--- src/rtl/sll_seq.sv ---
// Multi-cycle logical left shifter: one log-shifter stage (1, 2, 4, 8, 16) per clock,
// with start/busy/done handshake and shifted-out-ones flag. Optional early exit: SLL_SEQ_EARLY_EXIT_EN.
module sll_seq #(
    parameter int WIDTH   = 32,
    parameter int SHAMT_W = 5
) (
    input  logic               clock,
    input  logic               reset_n,
    input  logic               start,
    input  logic [WIDTH-1:0]   a,
    input  logic [SHAMT_W-1:0] shamt,
    output logic               busy,
    output logic               done,
    output logic [WIDTH-1:0]   result,
    output logic               ovf
);

    localparam int STAGE_W = $clog2(SHAMT_W) + 1;

    typedef enum logic [1:0] {
        IDLE,
        SHIFT,
        DONE
    } state_t;

    state_t               state, state_next;
    logic [WIDTH-1:0]     data, data_next;
    logic [SHAMT_W-1:0]   amount, amount_next;
    logic [STAGE_W-1:0]   stage, stage_next;
    logic                 ovf_acc, ovf_acc_next;
    logic                 busy_next, done_next, ovf_next;
    logic [WIDTH-1:0]     result_next;

    logic [WIDTH-1:0]     stage_shift;
    logic                 stage_lost;
    logic                 stage_bit;
    logic                 upper_zero;
    logic                 stage_last;

    // Each stage uses a fixed shift distance, so only one constant-shift mux layer is active per cycle
    always_comb begin
        stage_shift = data;
        stage_lost  = 1'b0;
        stage_bit   = 1'b0;
        upper_zero  = 1'b0;
        for (int k = 0; k < SHAMT_W; k++) begin
            if (stage == STAGE_W'(k)) begin
                stage_shift = data << (2 ** k);
                stage_lost  = |(data >> (WIDTH - 2 ** k));
                stage_bit   = amount[k];
                upper_zero  = ((amount >> (k + 1)) == '0);
            end
        end
    end

`ifdef SLL_SEQ_EARLY_EXIT_EN
    assign stage_last = upper_zero;
`else
    assign stage_last = (stage == STAGE_W'(SHAMT_W - 1));
`endif

    always_comb begin
        state_next   = state;
        data_next    = data;
        amount_next  = amount;
        stage_next   = stage;
        ovf_acc_next = ovf_acc;
        busy_next    = busy;
        done_next    = 1'b0;
        result_next  = result;
        ovf_next     = ovf;

        case (state)
            IDLE, DONE: begin
                // DONE accepts a new request just like IDLE, giving back-to-back issue
                if (start) begin
                    data_next    = a;
                    amount_next  = shamt;
                    stage_next   = '0;
                    ovf_acc_next = 1'b0;
                    busy_next    = 1'b1;
                    state_next   = SHIFT;
                end else begin
                    busy_next  = 1'b0;
                    state_next = IDLE;
                end
            end
            SHIFT: begin
                if (stage_bit) begin
                    data_next    = stage_shift;
                    ovf_acc_next = ovf_acc | stage_lost;
                end
                stage_next = stage + STAGE_W'(1);
                if (stage_last) begin
                    state_next  = DONE;
                    busy_next   = 1'b0;
                    done_next   = 1'b1;
                    result_next = data_next;
                    ovf_next    = ovf_acc_next;
                end
            end
            default: begin
                busy_next  = 1'b0;
                state_next = IDLE;
            end
        endcase
    end

    always_ff @(posedge clock or negedge reset_n) begin
        if (!reset_n) begin
            state <= IDLE;
        end else begin
            state <= state_next;
        end
    end

    always_ff @(posedge clock or negedge reset_n) begin
        if (!reset_n) begin
            data    <= '0;
            amount  <= '0;
            stage   <= '0;
            ovf_acc <= 1'b0;
            busy    <= 1'b0;
            done    <= 1'b0;
            result  <= '0;
            ovf     <= 1'b0;
        end else begin
            data    <= data_next;
            amount  <= amount_next;
            stage   <= stage_next;
            ovf_acc <= ovf_acc_next;
            busy    <= busy_next;
            done    <= done_next;
            result  <= result_next;
            ovf     <= ovf_next;
        end
    end

endmodule

--- config.mk ---
export PLATFORM = sky130hd
export DESIGN_NAME = sll_seq
export DESIGN_NICKNAME = d
export VERILOG_FILES = /design/src/rtl/sll_seq.sv
export SDC_FILE = /design/constraint.sdc
export NUM_CORES = 1
export LEC_CHECK = 0
export CORE_ASPECT_RATIO = 1.1
export CORE_MARGIN = 3
export CORE_UTILIZATION = 50
export CTS_CLUSTER_DIAMETER = 100
export DETAILED_ROUTE_END_ITERATION = 12
export DONT_BUFFER_PORTS = 1
export PLACE_DENSITY = 0.74
export REMOVE_ABC_BUFFERS = 1
export SKIP_CTS_REPAIR_TIMING = 1
export SLEW_MARGIN = 20
export SYNTH_ARGS = -nofsm -noshare
export SYNTH_HDL_FRONTEND = slang
export SYNTH_SLANG_ARGS = --single-unit
--- constraint.sdc ---
create_clock -name clock -period 3 [get_ports clock]
set_input_delay 0.45 -clock clock [delete_from_list [all_inputs] [get_ports clock]]
set_output_delay 0.45 -clock clock [all_outputs]
set_load 0.05 [all_outputs]
==> results.ini, run 1 <==
[sta]
tns_ps=0
period_minus_slack_ps=2771
rsz0062_at_grt=false
max_freq_mhz=360.8
fin_skew_ps=6.724
hold_viol=0
drv_slew=0
maxSlewHeadroom=0.4178
post-route-period-util=0.9238
worstMarginPinSlew_ps=866.7
setup_viol=0

[setup_path]
cp_common_cell=nor2_1
crit_slowest_cell=ha_1
crit_path_end_kind=flop
slowest_delay_ps=490
cp_max_fo=34
required_ps=3240
cp.arrival_ps=3010
crit_chain=inv_1 -> ha_1 -> buf_12 -> nor3_1 -> buf_4 -> nor2_1 -> nor2_1 -> o31a_1 -> o311ai_0
worstSetupStartpointType=flop
path_class=reg2reg

[die]
rows=38
die_area_sq_mm=0.01188
die_w_um=104.2
start_util=0.5237
io_pins=75
die_y_um=114.0
core-area_sq_mm=0.01013

[place]
portBuffers=0
dp_hpwl_um=11560
place_congestion=0.9538
placed_area_sq_mm=0.005455

[layout]
syn_to_final_growth_pct=7.879
fillers=922
post-route-cell-area_sq_mm=0.005722
regArea_sq_mm=0.001952
drive_gt1_frac=0.1104
layout.nets=647
num_antenna_cells=0
multi_input_area_sq_mm=0.002993

[drt]
drtIter0Drc=566
post-route-drc-count=0
drt-pass1-iter-count=6
routed_via_density=6.884
vias=5142
ant_nets=0
drt_wl_total_um=16770
wl_per_cell_um=22.44

[synth]
syn_area_per_cell_sq_um=8.473
synth_xor_xnor_area_share=0
synth-edff-count=0
yosys.area.top_type=dfrtp_1
ys_top_cells_by_count=dfrtp_1 (78), nand2_1 (69), o21ai_0 (51), clkbuf_1 (49), a21oi_1 (47)
synth_compound_area_frac=0.3590
synth_area_leaders=dfrtp_1 (37%), nand2_1 (4.9%), o21ai_0 (4.8%), a221o_1 (4.5%), a21oi_1 (4.4%)
synth_top_family_by_area=compound AO/OA/AOI/OAI gates
synth_async_sr_flop_share=1.000
synth-main-ff-cell=dfrtp_1
synth_area_sq_mm=0.005304
synth_fa_ha_area_frac=0.009436
postSynthCellCount=626
ys_ff_latch=78
ys_seq_area_frac=0.3680
synth-simple-area-share=0.1899
synth_warnings=0
netlist-cell-type-count=54
synth_top_area_share=0.3680
yosys-mux-area-fraction=0.003774
synthMostInstantiatedCell=dfrtp_1

[clock_tree]
cts_num_sinks=78
cts-htree-levels=3
clock_latency_ps=360
cts_buffers=9
clk_path_buf_depth=2
tritoncts=done
cts.clk_slew.worst_paths_ps=80
root_buffer=clkbuf_8

[job]
drv_cap=0

[run_status]
outcome=complete, no violations

[grt]
antenna_found_initial=0
grt_usage=0.2855
grt_max_degree=79
grt_pass1_wl_um=26870
grt_pass1_vias=4952
grt_overflow=0

[hold_path]
hold_path_class=in2reg

## layout make-up
cell class              instances  share of cell area
clock buffers                  10             0.02405
well taps                     140             0.03061
repair buffers                 39             0.05948
inverters                      11            0.007216
multi-input cells             464              0.5231
clock inverters                 5             0.01443
flip-flops and latches         78              0.3411
## final timing paths
kind,from,endpoint,slack [ps],cells after the start
max in group asynchronous,reset_n,stage[1],2020,2
setup / recovery,stage[0],data[8],230,9
hold reg to reg,amount[2],amount[2],510,2
min in group asynchronous,reset_n,result[27],680,2
setup reg to reg,stage[0],data[8],230,9
hold / removal,shamt[4],amount[4],190,2
## flip-flops by register name (all words and copies together) (netlist names)
name     flops
stage        4
ovf          1
data        32
ovf_acc      1
done         1
result      32
state        2
amount       5
## per-layer routing
metal / global-route usage / part of all wire
met3: 0.06904 / 0.085
met5: 0 / 0
met2: 0.4517 / 0.46
met4: 0.1427 / 0.039
met1: 0.3679 / 0.41
## placed cells by master (no fill, tap or decap), types with 9 or more instances in the layout
master     netlist  layout
nand3_1         21      21
dfrtp_1         78      78
nor3_1          13      13
clkbuf_8         0      10
buf_4            2      35
and2_1          18      18
a2bb2oi_1       16      16
o21ai_0         51      51
a22oi_1          9       9
a2111oi_0       23      23
nand2_1         69      69
nor2_1          33      32
a21oi_1         47      47
a32oi_1         16      16
a211oi_1        11      11
inv_1           10      10
o31ai_1         22      22
a21o_1          16      16
a221o_1         24      24
## critical path, delay by kind of cell (launching register included)
family	cells	cell delay (ps)
AOI/OAI and AO/OA	2	560
adders and majority gates	1	490
buffers and inverters	3	540
DFF	1	450
and+or+nand+nor	3	600
## logic make-up after synthesis
kind of cell               Yosys count
AOI/OAI and AO/OA                  261
and+or+nand+nor                    197
buffers and inverters               84
DFF                                 78
adders and majority gates            4
muxes                                2
## stage by stage
step / worst slack (ps) / utilization / cells / hold WS [ps]
2_1_floorplan: -817.3 / - / 553 / 154.4
4_1_cts: 224.2 / 0.5604 / 745 / -239.0
6_report: 228.7 / 0.5650 / 747 / 189.4
3_5_place_dp: 242.2 / 0.5387 / 730 / 156.9
3_3_place_gp: 300.3 / 0.5387 / 730 / 157.3
5_1_grt: 69.87 / 0.5650 / 747 / 196.2
Power of run 1 is left out: the tool's default activity adds up to more than one toggle a clock period on the data nets, which glitch-free logic cannot reach.
==> run 2: changes to the inputs <==
--- a/config.mk
+++ b/config.mk
@@ -8,3 +8,3 @@
 export CORE_ASPECT_RATIO = 1.1
-export CORE_MARGIN = 3
+export CORE_MARGIN = 1
 export CORE_UTILIZATION = 50
@@ -16,3 +16,3 @@
 export SKIP_CTS_REPAIR_TIMING = 1
-export SLEW_MARGIN = 20
+export SLEW_MARGIN = 30
 export SYNTH_ARGS = -nofsm -noshare
==> constraint.sdc (replaced) <==
create_clock -name clock -period 3 [get_ports clock]
set_input_delay 0.3 -clock clock [delete_from_list [all_inputs] [get_ports clock]]
set_output_delay 0.3 -clock clock [all_outputs]
set_load 0.05 [all_outputs]
==> run 2 against run 1 <==
Net effect: global-route usage grew 3.1 points; first-iteration DRC count rose by 20%; register-to-register slack improved by 30 ps; largest cell class unchanged; utilization down 0.68 points; hold slack worse by 130 ps; clock skew is 0.93 ps lower; via count increased by 1.1%; critical endpoint is now data[30]; flip-flop and latch count unchanged; cell count up 0.54%; routed wire length rose by 1.5%.
==> results.ini, run 2 (same netlist as run 1, synthesis figures left out) <==
[clock_tree]
cts_buffers=9  ; unchanged
cts.clk_slew.worst_paths_ps=60  ; -20 ps
cts_num_sinks=78  ; unchanged
tritoncts=done
clk_path_buf_depth=2  ; unchanged
cts-htree-levels=3  ; unchanged
root_buffer=clkbuf_16
clock_latency_ps=350  ; about the same

[setup_path]
rr_endpoint=data[30]
crit_buf_inv=1  ; -2
cp.depth=7  ; -2
crit_family=compound AO/OA/AOI/OAI gates
worstReg2RegStart=stage[0]
reg2reg_depth=7  ; -2
required_ps=3230  ; about the same
path_class=reg2reg
slowest_delay_ps=480  ; about the same
crit_slowest_cell=or3_4
r2r_slack_ps=260  ; +30 ps
worstSetupStartpointType=flop
cp_max_fo=16  ; -53%
crit_path_end_kind=flop
cp.arrival_ps=2970  ; -40 ps
crit_chain=ha_1 -> or3_4 -> o221a_4 -> o21ai_4 -> nor3_2 -> buf_4 -> a221o_1

[sta]
rsz0062_at_grt=false
period_minus_slack_ps=2745  ; -26.38 ps
setup_viol=0  ; unchanged
fin_skew_ps=5.796  ; -0.9276 ps
max_freq_mhz=364.3  ; +0.96%
worstMarginPinSlew_ps=786.2  ; -80.52 ps
drv_slew=0  ; unchanged
post-route-period-util=0.9150  ; -0.008794
maxSlewHeadroom=0.4753  ; +0.05756
hold_viol=0  ; unchanged
setup_slack_ps=255.1  ; +26.38 ps

[grt]
grt_max_degree=79  ; unchanged
grt_overflow=0  ; unchanged
grt_usage=0.3164  ; +0.03095
grt_pass1_vias=4943  ; -0.18%
grt_pass1_wl_um=26590  ; -1.1%
antenna_found_initial=0  ; unchanged

[drt]
routed_via_density=6.924  ; +0.59%
wl_per_cell_um=22.66  ; +0.97%
drt_wl_total_um=17020  ; +1.5%
post-route-drc-count=0  ; unchanged
vias=5200  ; +1.1%
ant_nets=0  ; unchanged
drtIter0Drc=678  ; +20%
drt-pass1-iter-count=5  ; -1

[layout]
num_antenna_cells=0  ; unchanged
syn_to_final_growth_pct=8.870
final_cells=751  ; +0.54%
final_core_util=0.5582  ; -0.006810
layout.nets=647  ; unchanged
mostFrequentLayoutCells=dfrtp_1 (78), nand2_1 (69), o21ai_0 (51)
reg_top3=data x32, result x32, amount x5
post-route-cell-area_sq_mm=0.005774  ; +0.92%
final_common_cell=dfrtp_1
drive_gt1_frac=0.1118  ; +0.001463

[hold_path]
hold_path_class=in2reg
min_from=shamt[2]
holdPathStages=2  ; unchanged
hold_end=amount[2]

[die]
die_area_sq_mm=0.01102  ; -7.2%
rows=39  ; +2.6%
core-area_sq_mm=0.01034  ; +2.1%
start_util=0.5127  ; -0.01102
io_pins=75  ; unchanged
die_w_um=100.2  ; -3.8%
die_y_um=110.0  ; -3.5%

[place]
dp_cells=733  ; +0.41%
portBuffers=0  ; unchanged
dp_hpwl_um=11830  ; +2.3%
place_congestion=0.9662  ; +1.3%
place_ws_ps=300.8  ; +58.67 ps
placed_area_sq_mm=0.005436  ; -0.34%

[run_status]
outcome=complete, no violations

[job]
drv_cap=0  ; unchanged

## run 2: cell count changes in the layout (fill, tap and decap cells not counted), sizes merged
cell	before	now
bufinv	2	1
inv	11	10
clkbuf	10	9
clkinvlp	0	3
clkinv	3	4
## run 2: worst max-delay path by stage
| stage | start | end | slack (ps) |
|---|---|---|---|
| 2_1_floorplan | stage[0] | result[2] | -820 |
| 3_3_place_gp | stage[0] | result[18] | 370 |
| 3_5_place_dp | stage[0] | result[20] | 300 |
| 4_1_cts | stage[0] | result[20] | 290 |
| 5_1_grt | stage[0] | result[9] | 160 |
| 6_report | stage[0] | data[30] | 260 |
## run 2: final cells by class
type	count	area [sq um]
Fill cell	979	4571
Multi-Input combinational cell	464	2987
Sequential cell	78	1952
Timing Repair Buffer	39	315.3
Clock buffer	9	225.2
Tap cell	143	178.9
Clock inverter	7	75.07
Inverter	11	41.29
## run 2: stage by stage
stage,setup TNS [ps],hold WS [ps]
floorplan,-23330,4.409
detailed placement,0,7.716
finish,0,56.14
CTS,0,-356.9
global route,0,62.87
global placement,0,7.120
## run 2: routing by layer
layer	vias to the layer above	track usage	wire, um
met1	2523	0.4155	7048
li1	2336	-	-
met3	56	0.06179	1355
met2	285	0.4956	7843
met5	-	0	0
met4	0	0.1677	769
Power of run 2 is left out for the same reason.
